$ cat src/rtl/bus_regfile.sv
// Clocked shared bus with priority source select (DIN > G > one-hot register)
// feeding an N x W register file; holds the bus when undriven and counts multi-hot selects.
module bus_regfile #(
  parameter int W = 16,
  parameter int N = 8
) (
  input  logic                 Clock,
  input  logic                 Resetn,
  input  logic [W-1:0]         DIN,
  input  logic                 DINout,
  input  logic [W-1:0]         G,
  input  logic                 Gout,
  input  logic [N-1:0]         Rout,
  input  logic [N-1:0]         Rin,
  input  logic [$clog2(N)-1:0] RdSel,
  output logic [W-1:0]         Bus,
  output logic                 BusValid,
  output logic                 SelErr,
  output logic [7:0]           ErrCnt,
  output logic [W-1:0]         RdData
);

  localparam int SW = $clog2(N);

  logic [W-1:0] regs [N];
  logic [W-1:0] rsrc;
  logic [W-1:0] nxt;
  logic         rout_any;
  logic         rout_onehot;
  logic         driven;
  logic         multihot;

  always_comb begin
    rsrc = '0;
    for (int unsigned k = 0; k < N; k++) begin
      if (Rout[k]) rsrc = rsrc | regs[k];
    end
    rout_any    = |Rout;
    // x & (x-1) clears the lowest set bit, so zero means at most one bit was set
    rout_onehot = rout_any && ((Rout & (Rout - N'(1))) == '0);
    driven      = DINout | Gout | rout_onehot;
    multihot    = !DINout && !Gout && rout_any && !rout_onehot;
    if (DINout)    nxt = DIN;
    else if (Gout) nxt = G;
    else           nxt = rsrc;
  end

  always_ff @(posedge Clock or negedge Resetn) begin
    if (!Resetn) begin
      Bus      <= '0;
      BusValid <= 1'b0;
      SelErr   <= 1'b0;
      ErrCnt   <= '0;
      for (int unsigned k = 0; k < N; k++) regs[k] <= '0;
    end else begin
      BusValid <= driven;
      SelErr   <= multihot;
      if (driven) begin
        Bus <= nxt;
        for (int unsigned k = 0; k < N; k++) begin
          if (Rin[k]) regs[k] <= nxt;
        end
      end
      if (multihot && ErrCnt != '1) ErrCnt <= ErrCnt + 8'd1;
    end
  end

  always_comb begin
    RdData = '0;
    for (int unsigned k = 0; k < N; k++) begin
      if (RdSel == SW'(k)) RdData = regs[k];
    end
  end

endmodule

$ cat config.mk
export PLATFORM = sky130hd
export DESIGN_NAME = bus_regfile
export DESIGN_NICKNAME = d
export VERILOG_FILES = /design/src/rtl/bus_regfile.sv
export SDC_FILE = /design/constraint.sdc
export NUM_CORES = 1
export LEC_CHECK = 0
export BUFFER_PORTS_ARGS = -buffer_cell sky130_fd_sc_hd__buf_2
export CORE_ASPECT_RATIO = 1.4
export CORE_UTILIZATION = 40
export CTS_CLUSTER_DIAMETER = 120
export DETAILED_ROUTE_END_ITERATION = 8
export GPL_TIMING_DRIVEN = 0
export PLACE_DENSITY_LB_ADDON = 0.2
export RECOVER_POWER = 100
export SKIP_CTS_REPAIR_TIMING = 1
export SLEW_MARGIN = 25
export SYNTH_ARGS = -nofsm -noshare
export SYNTH_HDL_FRONTEND = slang
export SYNTH_SLANG_ARGS = --single-unit
$ cat constraint.sdc
create_clock -name Clock -period 2.4 [get_ports Clock]
set_clock_uncertainty 0.2 [all_clocks]
set_input_delay 0.48 -clock Clock [delete_from_list [all_inputs] [get_ports Clock]]
set_output_delay 0.48 -clock Clock [all_outputs]
set_load 0.05 [all_outputs]
# Yosys cells after proc, flatten, opt, wreduce, memory -nomap -nowiden
# Index checks and enable logic that the tools add are counted.
# word_totals
register_bits	154
latch_bits	0
mem_bits_rw	0
rom_bits	0
input_bits	55
out_inout_bits	42
wordCells	69
mem_count	0
# classes
n_addsub	2
mul	0
n_div	0
order_cmp	0
n_eq_ne	8
shifts	0
n_mux	18
bitwise_logic	10
n_reduce_logical	19
# op_table
op	count
16-bit two-way mux	18
16-bit bitwise OR	7
2-bit AND reduction	8
3-bit == test, second input constant	4
8-bit by 1-bit adder with 8-bit output, second input constant	1
8-bit AND	1
8-bit zero test	1
8-bit inequality test, second input constant	1
8-bit OR reduction	1
8-bit by 1-bit subtractor with 8-bit output, second input constant	1
3-bit by 2-bit == test with 1-bit output, second input constant	2
1-bit logical AND	5
3-bit by 1-bit == test with 1-bit output, second input constant	1
1-bit zero test	3
3-bit zero test	1
1-bit bitwise OR	2

# Logic depth before layout (Yosys ltp)
# logic_depth
ltp_word	17
mapped_depth	8
depth_no_buf	6

# Worst setup path after synthesis
# Ideal clock, no wire load.
# synth_timing
kind	input to output
startpoint	input port RdSel[0]
endpoint	output port RdData[10]
arrival_ps	2709
required_time_ps	1720
slack_ps	-989
stages	5
n_path_buf	3
path_cell_list	clkbuf_1 > clkbuf_1 > buf_1 > a221oi_1 > o21ai_0
# synth_via
elab_chain_cells	9
elab_cells_between_ends	16
classes_between	eq/ne (7); mux (8); reduce/logical (1)
# synth_lines
element	line_no	text
start: declaration	15	input logic [$clog2(N)-1:0] RdSel,
3-bit zero test	71	if (RdSel == SW'(k)) RdData = regs[k];
16-bit two-way mux (7 in a row)	71	
16-bit two-way mux *	71	
end: declaration	20	output logic [W-1:0] RdData
# Mark *: on every way between the ends. The rest lies on a longest branch, timed or not.

# Worst setup path after layout
# layout_timing
startpoint	input port Rout[6]
endpoint	register regs[125] (netlist bit)
# layout_via
elab_chain_cells	6
elab_cells_between_ends	12
classes_between	add/sub (1); mux (4); bitwise (3); reduce/logical (4)
# layout_lines
element	line_no	text
start: declaration	13	input logic [N-1:0] Rout,
8-bit by 1-bit subtractor with 8-bit output	40	rout_onehot = rout_any && ((Rout & (Rout - N'(1))) == '0);
8-bit AND	40	
8-bit zero test	40	
1-bit logical AND	40	
1-bit bitwise OR	41	driven = DINout | Gout | rout_onehot;
2-bit AND reduction (no line)	--	
end signal: indexed assignment	61	if (Rin[k]) regs[k] <= nxt;
end: declaration	25	logic [W-1:0] regs [N];
# Several ways; a longest one is shown, not always the timed one.
# A chain may end at the register's enable or synchronous reset.

==> metrics.txt <==
share of layout cells above drive strength 1 51.7%; XOR/XNOR Fraction of Synth Area 0.444%; first-pass GRT wire length 40.8 mm; most common cell in the synthesized netlist dfrtp_1; Total Routing Usage GR 27.7%; Seq. cell area 3850 um^2; R2R depth 5; Slew HR 20.1%; Site Rows 60; critical path peak fanout 10; Synth top cells by count 154 x dfrtp_1, 146 x mux2_2, 50 x a22oi_1, 46 x nand2_1, 28 x o21ai_0; crit path buf inv count 3; post-synthesis mux area share 25.1%; final hold vios 0; element type at the critical path end flip-flop; Reg clk slew, reported paths 0.06 ns; Post-Syn Nets 720; Yosys top cell by area dfrtp_1; post-layout min period 2.58 ns; fraction of the mapped netlist area in simple logic gates 5.74%; Seq/Total Area, Yosys 48.9%; vias in the first global route 6632; Nets 889; kind of critical path in2reg; Adder-Cell Fraction of Synth Area 0.285%; worst endpoint required time 2.57 ns; worst setup path endpoint regs[125]$_DFFE_PN0P_; final cell utilization of the core 55.3%; initial core utilization 40.9%; DPL Wire Length 17.9 mm; Vias per Instance 6.21; CTS buffer count 17; main combinational cell family by area after synthesis multiplexers; Skew-Pair Late Insertion Delay 0.43 ns; initial antenna violation count 0; Slew Viols, Final 0; Critical path origin Rout[6]; Max rail drop VDD 0.000644 V; Yosys reg bits 154; CTS tree done; diode count 0; Async SR Flop Fraction 100%; P per Cell Area 857 nW/um^2; Die Wd 121 um; Crit-path slowest cell a31oi_1; vias 6787; Post-synth top flop dfrtp_1; root buf cell clkbuf_16; H-tree depth reported by CTS 4; Post-Route WL 28.0 mm; DR iter-0 viols 627; post-synthesis compound-gate area fraction 16.2%; worst-case clock buffer depth 2; Port Buffers 95; final worst-path cycle share 107%; Synth Cell Area 7890 um^2; fill cell count 1642; Reg2Reg Launch Point ErrCnt[0]$_DFFE_PN0P_; family with the most delay on the worst path buffers and inverters; I/O pin cnt 97; Yosys cell types 43; Max Freq 388 MHz; worst r2r dst ErrCnt[1]$_DFFE_PN0P_; CP cell instances buf_2 -> clkbuf_1 -> buf_2 -> a22oi_1 -> a31oi_1 -> mux2_2; violated checks negative setup slack; core box area 19300 um^2; worst slew pin tran 1.20 ns; max incr delay on CP 0.64 ns; pin count of the biggest net entering global routing 87; RSZ-0062 raised after global routing yes; number of synthesized flops with an enable pin 0; LEAKAGE 4.25 nW; router iterations before antenna repair 5; total congestion overflow 0; HP Class reg2reg; CTS sink cnt 154; Chip Height 168 um; # DRC 0; Final Power 9.15 mW; Crit path top cell by count buf_2; Post-Syn Area per Cell 11.9 um^2; die footprint 20300 um^2; fin worst setup slack -0.178 ns; Synth top area share 48.9%; DRT antenna net count 0; area of the multi-input gates 4300 um^2; Routed wire per std cell 25.7 um; Area contributors post-synth dfrtp_1 49%, mux2_2 21%, a22oi_1 4.8%, mux4_2 2.6%, a221oi_1 2.3%; Fin Hold WS 0.304 ns; Data arrival, critical path 2.74 ns; startpoint types input port; Crit. path cell count 6; Syn-to-layout area delta 35.3%; max_cap viols 0; Ys Warns 0; gpl congestion 0.890; outcome finished with violations; R2R Setup Slk 0.29 ns; Finish-stage setup viols 132; Mapped Cells 664
kinds of logic (layout without fill, tap and decap cells):
| logic type | count (synthesis) | in the layout |
|---|---|---|
| fa+ha+maj | 2 | 2 |
| xor+xnor | 4 | 4 |
| compound gates | 186 | 186 |
| simple gates | 97 | 97 |
| mux | 168 | 168 |
| buf+inv | 53 | 234 |
| flops | 154 | 154 |
through the flow:
step | instances | setup WS (ns) | setup TNS (ns) | cell area (um^2)
floorplan | 664 | -0.0569 | -0.103 | 8070
global placement | 1007 | -1.64 | -392.38 | 8860
detailed placement | 1008 | -1.11 | -149.09 | 8890
CTS | 1039 | -1.14 | -82.08 | 9580
global route | 1093 | -0.229 | -13.04 | 10700
finish | 1093 | -0.178 | -9.70 | 10700
power by group:
group | internal [mW] | total (mW) | switching, mW | leakage [nW]
logic | 1.05 | 2.48 | 1.43 | 2.21
clock network | 2.07 | 3.19 | 1.11 | 0.339
registers | 3.06 | 3.48 | 0.427 | 1.70
layout by cell type, fill, tap and decap left out, types with 16 or more instances in the layout:
master and instances:
a22oi_1 48, clkbuf_1 28, dfrtp_1 154, buf_6 28
mux2_2 146, a221oi_1 16, clkbuf_16 18, o22ai_1 18
buf_2 57, buf_4 44, nand2_1 38
sequential cells by signal (all words and copies together) (netlist names):
name,flops
Bus,16
BusValid,1
ErrCnt,8
SelErr,1
regs,128
area by class of cell:
type | count | area share [%]
inverters | 9 | 0.422
clock buffers | 18 | 4.11
well taps | 248 | 2.91
clock inverters | 13 | 2.32
repair buffers | 150 | 10.2
multi-input cells | 457 | 40.3
flip-flops and latches | 154 | 36.1
plain buffers | 44 | 3.70
per-layer routing:
metal	vias up	GRT usage (%)	wire, um
li1	2886	-	-
met1	3435	34.3	10900
met2	390	45.9	14100
met3	76	5.45	2100
met4	0	13.5	1010
met5	-	0	0
worst min path at each step:
stage | from | to | slack [ns] | cells after the start
final | Bus[14]$_DFFE_PN0N_ | Bus[14]$_DFFE_PN0N_ | 0.30 | 1
after detailed placement | Bus[14]$_DFFE_PN0N_ | Bus[14]$_DFFE_PN0N_ | 0.29 | 1
after global routing | Bus[9]$_DFFE_PN0N_ | Bus[9]$_DFFE_PN0N_ | 0.33 | 1
after floorplan | Resetn | BusValid$_DFF_PN0_ | -0.02 | 0
after global placement | Bus[4]$_DFFE_PN0N_ | Bus[4]$_DFFE_PN0N_ | 0.28 | 1
after CTS | Resetn | Bus[3]$_DFFE_PN0N_ | -0.12 | 1
Power figures use the tool's default switching activity.
